==> config.mk <==
export PLATFORM = sky130hd
export DESIGN_NAME = crosswalk_scheduler_flat
export DESIGN_NICKNAME = d
export VERILOG_FILES = /design/src/rtl/crosswalk_scheduler_if.sv /design/src/rtl/crosswalk_scheduler.sv /design/src/flat_wrapper.sv
export SDC_FILE = /design/constraint.sdc
export NUM_CORES = 1
export LEC_CHECK = 0
export ABC_AREA = 1
export CORE_MARGIN = 2
export CORE_UTILIZATION = 61
export DETAILED_ROUTE_END_ITERATION = 7
export MAX_ROUTING_LAYER = met4
export PLACE_DENSITY_LB_ADDON = 0.08
export SKIP_CTS_REPAIR_TIMING = 1
export SLEW_MARGIN = 20
export SYNTH_ARGS = -nofsm -noshare
export SYNTH_HDL_FRONTEND = slang
export SYNTH_SLANG_ARGS = --single-unit
==> constraint.sdc <==
create_clock -name clk -period 3.2 [get_ports clk]
set_input_delay 0.48 -clock clk [delete_from_list [all_inputs] [get_ports clk]]
set_output_delay 0.48 -clock clk [all_outputs]
set_load 0.01 [all_outputs]
==> src/rtl/crosswalk_scheduler_if.sv <==
// crosswalk_scheduler_if: traffic-hold handshake between crosswalk scheduler and intersection
interface crosswalk_scheduler_if;
  logic hold_req;
  logic hold_sel;
  logic hold_ack;
  modport master (output hold_req, output hold_sel, input hold_ack);
  modport slave (input hold_req, input hold_sel, output hold_ack);
endinterface

==> src/rtl/crosswalk_scheduler.sv <==
// crosswalk_scheduler: round-robin pedestrian crossing sequencer for two crosswalks
module crosswalk_scheduler #(
  parameter int TICK_DIV    = 100_000_000,
  parameter int WALK_TICKS  = 10,
  parameter int FLASH_TICKS = 6,
  parameter int CNT_W       = 27
) (
  input  logic clk,
  input  logic reset,
  input  logic ped_req_0,
  input  logic ped_req_1,
  crosswalk_scheduler_if.master hs,
  output logic walk_0,
  output logic walk_1,
  output logic dont_walk_0,
  output logic dont_walk_1,
  output logic [1:0] pending,
  output logic abort
);
  typedef enum logic [2:0] {IDLE, REQ, WALK, FLASH, RELEASE} state_t;
  state_t state_q, state_d;
  logic [1:0] sync1_q, sync2_q, prev_q, pending_q, pending_d;
  logic [1:0] rise, sel_m, drop, clr;
  logic sel_q, sel_d, last_q, last_d, abort_q, abort_d;
  logic [CNT_W-1:0] pre_q, pre_d, tmr_q, tmr_d;
  logic tick, done, dw_on, lit;
  always_ff @(posedge clk) begin
    if (reset) begin
      state_q   <= IDLE;
      sync1_q   <= '0;
      sync2_q   <= '0;
      prev_q    <= '0;
      pending_q <= '0;
      sel_q     <= 1'b0;
      last_q    <= 1'b1;
      abort_q   <= 1'b0;
      pre_q     <= '0;
      tmr_q     <= '0;
    end else begin
      state_q   <= state_d;
      sync1_q   <= {ped_req_1, ped_req_0};
      sync2_q   <= sync1_q;
      prev_q    <= sync2_q;
      pending_q <= pending_d;
      sel_q     <= sel_d;
      last_q    <= last_d;
      abort_q   <= abort_d;
      pre_q     <= pre_d;
      tmr_q     <= tmr_d;
    end
  end
  always_comb begin
    rise      = sync2_q & ~prev_q;
    sel_m     = sel_q ? 2'b10 : 2'b01;
    tick      = pre_q == CNT_W'(TICK_DIV - 1);
    done      = tick && tmr_q == CNT_W'(1);
    drop      = state_q == WALK ? sel_m : 2'b00;
    clr       = (state_q == REQ && hs.hold_ack) ? sel_m : 2'b00;
    pending_d = (pending_q | (rise & ~drop)) & ~clr;
    state_d   = state_q;
    sel_d     = sel_q;
    last_d    = last_q;
    abort_d   = 1'b0;
    pre_d     = pre_q;
    tmr_d     = tmr_q;
    case (state_q)
      IDLE: if (|pending_q) begin
        sel_d   = &pending_q ? ~last_q : pending_q[1];
        state_d = REQ;
      end
      REQ: if (hs.hold_ack) begin
        state_d = WALK;
        pre_d   = '0;
        tmr_d   = CNT_W'(WALK_TICKS);
      end
      WALK, FLASH: begin
        pre_d = tick ? '0 : pre_q + 1'b1;
        tmr_d = tmr_q - CNT_W'(tick);
        if (!hs.hold_ack) begin
          abort_d = 1'b1;
          state_d = RELEASE;
        end else if (done) begin
          state_d = state_q == WALK ? FLASH : RELEASE;
          tmr_d   = CNT_W'(FLASH_TICKS);
        end
      end
      RELEASE: if (!hs.hold_ack) begin
        last_d  = sel_q;
        state_d = IDLE;
      end
      default: state_d = IDLE;
    endcase
  end
  always_comb begin
    dw_on       = tmr_q[0] == 1'(FLASH_TICKS % 2);
    lit         = state_q == WALK || (state_q == FLASH && !dw_on);
    walk_0      = state_q == WALK && !sel_q;
    walk_1      = state_q == WALK && sel_q;
    dont_walk_0 = !(lit && !sel_q);
    dont_walk_1 = !(lit && sel_q);
    pending     = pending_q;
    abort       = abort_q;
  end
  assign hs.hold_req = state_q == REQ || state_q == WALK || state_q == FLASH;
  assign hs.hold_sel = sel_q;
endmodule

==> src/flat_wrapper.sv <==
// flat-port wrapper written by rule: the top's interface ports become plain ports
module crosswalk_scheduler_flat 
#(
  parameter int TICK_DIV    = 100_000_000,
  parameter int WALK_TICKS  = 10,
  parameter int FLASH_TICKS = 6,
  parameter int CNT_W       = 27
)
  (clk, reset, ped_req_0, ped_req_1, walk_0, walk_1, dont_walk_0, dont_walk_1, pending, abort, hs_hold_req, hs_hold_sel, hs_hold_ack);
  crosswalk_scheduler_if hs_i ();
  input  logic clk;
  input  logic reset;
  input  logic ped_req_0;
  input  logic ped_req_1;
  output logic walk_0;
  output logic walk_1;
  output logic dont_walk_0;
  output logic dont_walk_1;
  output logic [1:0] pending;
  output logic abort;
  output wire logic [$bits(hs_i.hold_req)-1:0] hs_hold_req;
  output wire logic [$bits(hs_i.hold_sel)-1:0] hs_hold_sel;
  input wire logic [$bits(hs_i.hold_ack)-1:0] hs_hold_ack;
  assign hs_hold_req = hs_i.hold_req;
  assign hs_hold_sel = hs_i.hold_sel;
  assign hs_i.hold_ack = hs_hold_ack;
  crosswalk_scheduler #(.TICK_DIV(TICK_DIV), .WALK_TICKS(WALK_TICKS), .FLASH_TICKS(FLASH_TICKS), .CNT_W(CNT_W)) u_core (.clk(clk), .reset(reset), .ped_req_0(ped_req_0), .ped_req_1(ped_req_1), .hs(hs_i), .walk_0(walk_0), .walk_1(walk_1), .dont_walk_0(dont_walk_0), .dont_walk_1(dont_walk_1), .pending(pending), .abort(abort));
endmodule
* Word level (Yosys, flattened, before mapping)
Cells that the tools add are included.
Storage, ports and cells: bits of input ports 5, flip-flop bits (word level) 68, output and inout bits 9
Cells by class: equal/unequal tests 10, bitwise gates (word level) 10, $add $sub $neg 2, reduce and logical (&&, ||, !) cells 23, muxes and demuxes 19
Operator list (number):
- 27-bit 2-to-1 mux | 5
- 27-bit one-hot mux with 2 select lines | 2
- 27-bit by 1-bit adder with 27-bit output (second input constant) | 1
- 27-bit by 1-bit == test with 1-bit output (second input constant) | 1
- 27-bit == test (second input constant) | 1
- 27-bit by 1-bit subtractor with 27-bit output | 1
- 3-bit 2-to-1 mux | 6
- 3-bit one-hot mux with 4 select lines | 1
- 2-bit AND reduction | 4
- 1-bit logical AND | 7
- 2-bit AND | 3
- 3-bit by 2-bit == test with 1-bit output (second input constant) | 2
- 2-bit 2-to-1 mux | 3
- 2-bit inverter | 3
- 2-bit OR reduction | 3
- 2-bit inequality test (second input constant) | 2
- 4-bit AND reduction | 1
- 3-bit by 1-bit == test with 1-bit output (second input constant) | 1
- 3-bit == test (second input constant) | 1
- 1-bit logical NOT | 3
- 3-bit logical NOT | 1
- 1-bit logical OR | 3
- 3-bit by 2-bit inequality test with 1-bit output (second input constant) | 1
- 1-bit inverter | 3
- other kinds (4) | 5

* Longest topological paths before layout
depth in word-level cells 6, gate-level depth with buffers 16

* Worst setup path before layout
OpenSTA, ideal clock, no wires.
kind reg-to-reg, from register u_core.pre_q[0], to register u_core.tmr_q[20], clock period less this slack 2.350 ns, cell stages (with the launch flop) 15, setup slack 0.850 ns, path buffers 0, required time 3.136 ns, data arrival time 2.285 ns, library setup time 0.064 ns, path through dfxtp_1 ha_1 nand3_1 inv_2 nand2_1 nor4_1 ha_1 ha_1 nand2_1 nor2_1 nand2_1 nor3_1 a21o_1 nand3_1 nor2_1
Between the ends: word-level cells in the longest chain between the ends 5, elaborated cells on any way between the ends 6
Ends and longest elaborated chain:
- start, declared | RTL line crosswalk_scheduler.sv:25 | logic [CNT_W-1:0] pre_q, pre_d, tmr_q, tmr_d;
- start signal, assigned | RTL line crosswalk_scheduler.sv:48 | pre_q <= pre_d;
- 27-bit == test * | RTL line crosswalk_scheduler.sv:55 | tick = pre_q == CNT_W'(TICK_DIV - 1);
- 27-bit by 1-bit subtractor with 27-bit output or 1-bit logical AND (tied branches) | RTL line crosswalk_scheduler.sv:78, crosswalk_scheduler.sv:56
- 27-bit 2-to-1 mux | RTL line crosswalk_scheduler.sv:82 | end else if (done) begin
- 27-bit 2-to-1 mux * | RTL line crosswalk_scheduler.sv:79 | if (!hs.hold_ack) begin
- 27-bit one-hot mux with 2 select lines * | RTL line crosswalk_scheduler.sv:66 | case (state_q)
- end signal, assigned | RTL line crosswalk_scheduler.sv:49 | tmr_q <= tmr_d;
- end, declared | RTL line crosswalk_scheduler.sv:25
Mark *: on every way between the ends. The rest lies on a longest branch, timed or not. A chain may end at the register's enable or synchronous reset.

* Worst setup path after layout
Ends and elaborated chain as after synthesis.

==> summary.txt <==
Die
  • Die area: between 0.007 and 0.008 mm^2
  • Core area: 0.00624 mm^2
  • I/O pin cnt: 14
  • Initial Utilization: about 62%
  • Row Count: 29
  • Die height: 83.8 um
  • Die W: 83.8 um

Global route
  • Largest net degree at the start of global routing: 38
  • First-pass GRT wire length: 16,000 um
  • Total GRT Usage: between 20% and 30%
  • Antenna violations before repair: 0
  • Vias in the first global route: 3,541
  • GR Overflow Total: 0

Clock network
  • Clk sinks: 68
  • CTS clk-pin slew, worst paths: 0.07 ns
  • CTS buffer count: 9
  • CTS tree: built
  • Htree depth: 3
  • Clock latency on the worst-skew pair: about 0.34 ns
  • Root Buffer Master: clkbuf_8
  • Clock Path Buffers: 2

Pwr
  • Pleak: 1.65 nW
  • Worst IR drop on VDD: 0.423 mV
  • Seq pwr share: between 40% and 50%
  • Comb pwr share: approximately 28%
  • Sw frac: 36.9%
  • Total power: 0.00213 W
  • P_int: 0.00134 W
  • Psw: between 0.0007 and 0.0008 W
  • Clk pwr share: 28.2%
  • Power per cell area: 503 mW/mm^2

Routing
  • Via count: roughly 3,900
  • DRT Pass-1 Iters: 4
  • Drt total wl: between 9000 and 10,000 um
  • Post-route ant nets: 0
  • Vias per cell: between 5 and 6
  • WL/cell: 13.1 um
  • DRT iter0 DRCs: 290
  • DRC: 0

Synthesis
  • Main synth FF type: dfxtp_1
  • EDFF count, synth: 0
  • Synth area leader: dfxtp_1
  • Sequential area share after synthesis: 35.0%
  • Distinct cell type count after synthesis: 43
  • Post-synthesis register bit count: 68
  • FFs w/ async S/R, synth: 0%
  • Most frequent cell after synthesis: nand2_1
  • Synth top area share: between 30% and 40%
  • Synth Instances: between 600 and 700
  • Top cells by area, synth: dfxtp_1 (35%), nand2_1 (14%), nor2_1 (10%)
  • Post-synth top cells: nand2_1 (144), nor2_1 (108), dfxtp_1 (68)
  • Cell Area, Synth: ~0.0039 mm^2
  • Synth warn: 0
  • Post-Syn Nets: roughly 610
  • Synthesized area per cell: 6.44 um^2

Flow run
  • MaxCap Viol Count: 0

Timing
  • Max-slew violation count: 0
  • Sum of negative setup slack: 0 ns
  • RSZ-0062 raised after global routing: false
  • Skew final: roughly 0.0093 ns
  • Final Hold Viols: 0
  • Max Freq: 359 MHz
  • Final setup vio count: 0
  • Tmin final: 2.79 ns
  • Crit share post-route: 87.1%
  • Worst-Margin Slew: 0.492 ns
  • Rel. slew slack: around two thirds

Cells and area
  • Layout cells sized above 1: around 7.9%
  • Layout Nets: 627
  • Post-route cell area: ~0.0042 mm^2
  • Fill cells: 577
  • Finished Core Util: 67.7%
  • Register area: 0.00136 mm^2
  • Antenna cells: 0
  • Area delta synth->final: 8.69%
  • Area of the multi-input gates: around 0.0022 mm^2

Worst setup path
  • Crit end category: register
  • Critical path data required time: 3.48 ns
  • Crit path DAT: around 3.1 ns
  • Crit-path max FO: 6
  • Worst setup SP type: register
  • Critical path class: register to register

Placement
  • Post-DP HPWL: 6670 um
  • Placer Congestion: about 0.95
  • Placed Area: 0.00407 mm^2
  • Port Buf Inserts: 13

Worst hold path
  • HP Class: register to register

Run status
  • Outcome: complete, no violations
[worst paths after layout]
check | startpoint | cells after the start | end | slack [ns]
max reg2reg | u_core.pre_q[0] | 14 | u_core.tmr_q[20] | 0.41
max | u_core.pre_q[0] | 14 | u_core.tmr_q[20] | 0.41
min reg2reg | u_core.sync1_q[0] | 2 | u_core.sync2_q[0] | 0.41
min | u_core.sync1_q[0] | 2 | u_core.sync2_q[0] | 0.41
[flip-flops by register name, indices dropped and copies added, names as in the netlist]
signal / count
u_core.pre_q: 27
u_core.tmr_q: 27
u_core.state_q: 3
u_core.pending: 2
u_core.prev_q: 2
u_core.sync1_q: 2
u_core.sync2_q: 2
u_core.abort: 1
u_core.hs.hold_sel: 1
u_core.last_q: 1
[metal layers]
metal	vias up	GRT usage [%]	routed length, um
met2	113	44.1	4200
met5	-	-	0
li1	1970	-	-
met3	11	5.64	505
met4	0	8.06	113
met1	1756	37.7	4320
[cell type report]
class,instances,share of cell area [%]
clock buffer,11,3.35
clock inverter,3,0.355
inverter,75,6.66
multi-input combinational,450,51.7
sequential,68,32.2
tap,77,2.28
timing repair buffer,15,3.44
[cell families (layout without fill, tap and decap cells)]
kind of cell	count (synthesis)	in the layout	synth area share, %
buffers and inverters	85	104	8.79
AOI/OAI and AO/OA	60	60	8.56
DFF	68	68	35.0
adders and majority gates	3	3	0.966
and+or+nand+nor	373	373	43.5
xor gates and xnor gates	14	14	3.16
[stage by stage]
| stage | cells | setup WS (ns) | hold slack [ns] |
|---|---|---|---|
| 3_3_place_gp | 685 | 0.582 | 0.396 |
| 3_5_place_dp | 685 | 0.450 | 0.399 |
| 2_1_floorplan | 603 | 0.850 | 0.388 |
| 5_1_grt | 699 | 0.152 | 0.435 |
| 4_1_cts | 699 | 0.407 | 0.415 |
| 6_report | 699 | 0.412 | 0.412 |
[worst max-delay path, stage by stage, from the launching register on]
cell     delay, ns
dfxtp_1       0.38
ha_1          0.19
nand3_1       0.15
inv_2         0.09
nand2_1       0.19
nor4_1        0.36
ha_1          0.24
ha_1          0.19
nand2_1       0.12
nor2_1        0.22
nand2_1       0.08
nor3_1        0.20
a21o_1        0.14
nand3_1       0.06
nor2_1        0.10
[cells in the final DEF, fill, tap and decap left out, types with 4 or more instances in the layout]
cell and instances:
clkdlybuf4s50_1 13, nor4_1 4, nand2_1 144, inv_2 11
dfxtp_1 68, clkbuf_8 10, nor3_1 24, xor2_1 11
inv_1 63, nor3_2 5, nor2_1 108, a21oi_1 31
o21ai_0 15, nand4_1 14, nand2_4 4, nand3_1 47
[power by group through the flow]
| stage | clock network (W) | registers, W | logic, W |
|---|---|---|---|
| finish | 0.000600 | 0.000923 | 0.000603 |
| global route | 0.000648 | 0.000927 | 0.000665 |
| CTS | 0.000608 | 0.000922 | 0.000596 |
| detailed placement | 0 | 0.000941 | 0.000591 |
| global placement | 0 | 0.000938 | 0.000585 |
| floorplan | 0 | 0.000935 | 0.000469 |
(Power assumes the default switching activity.)
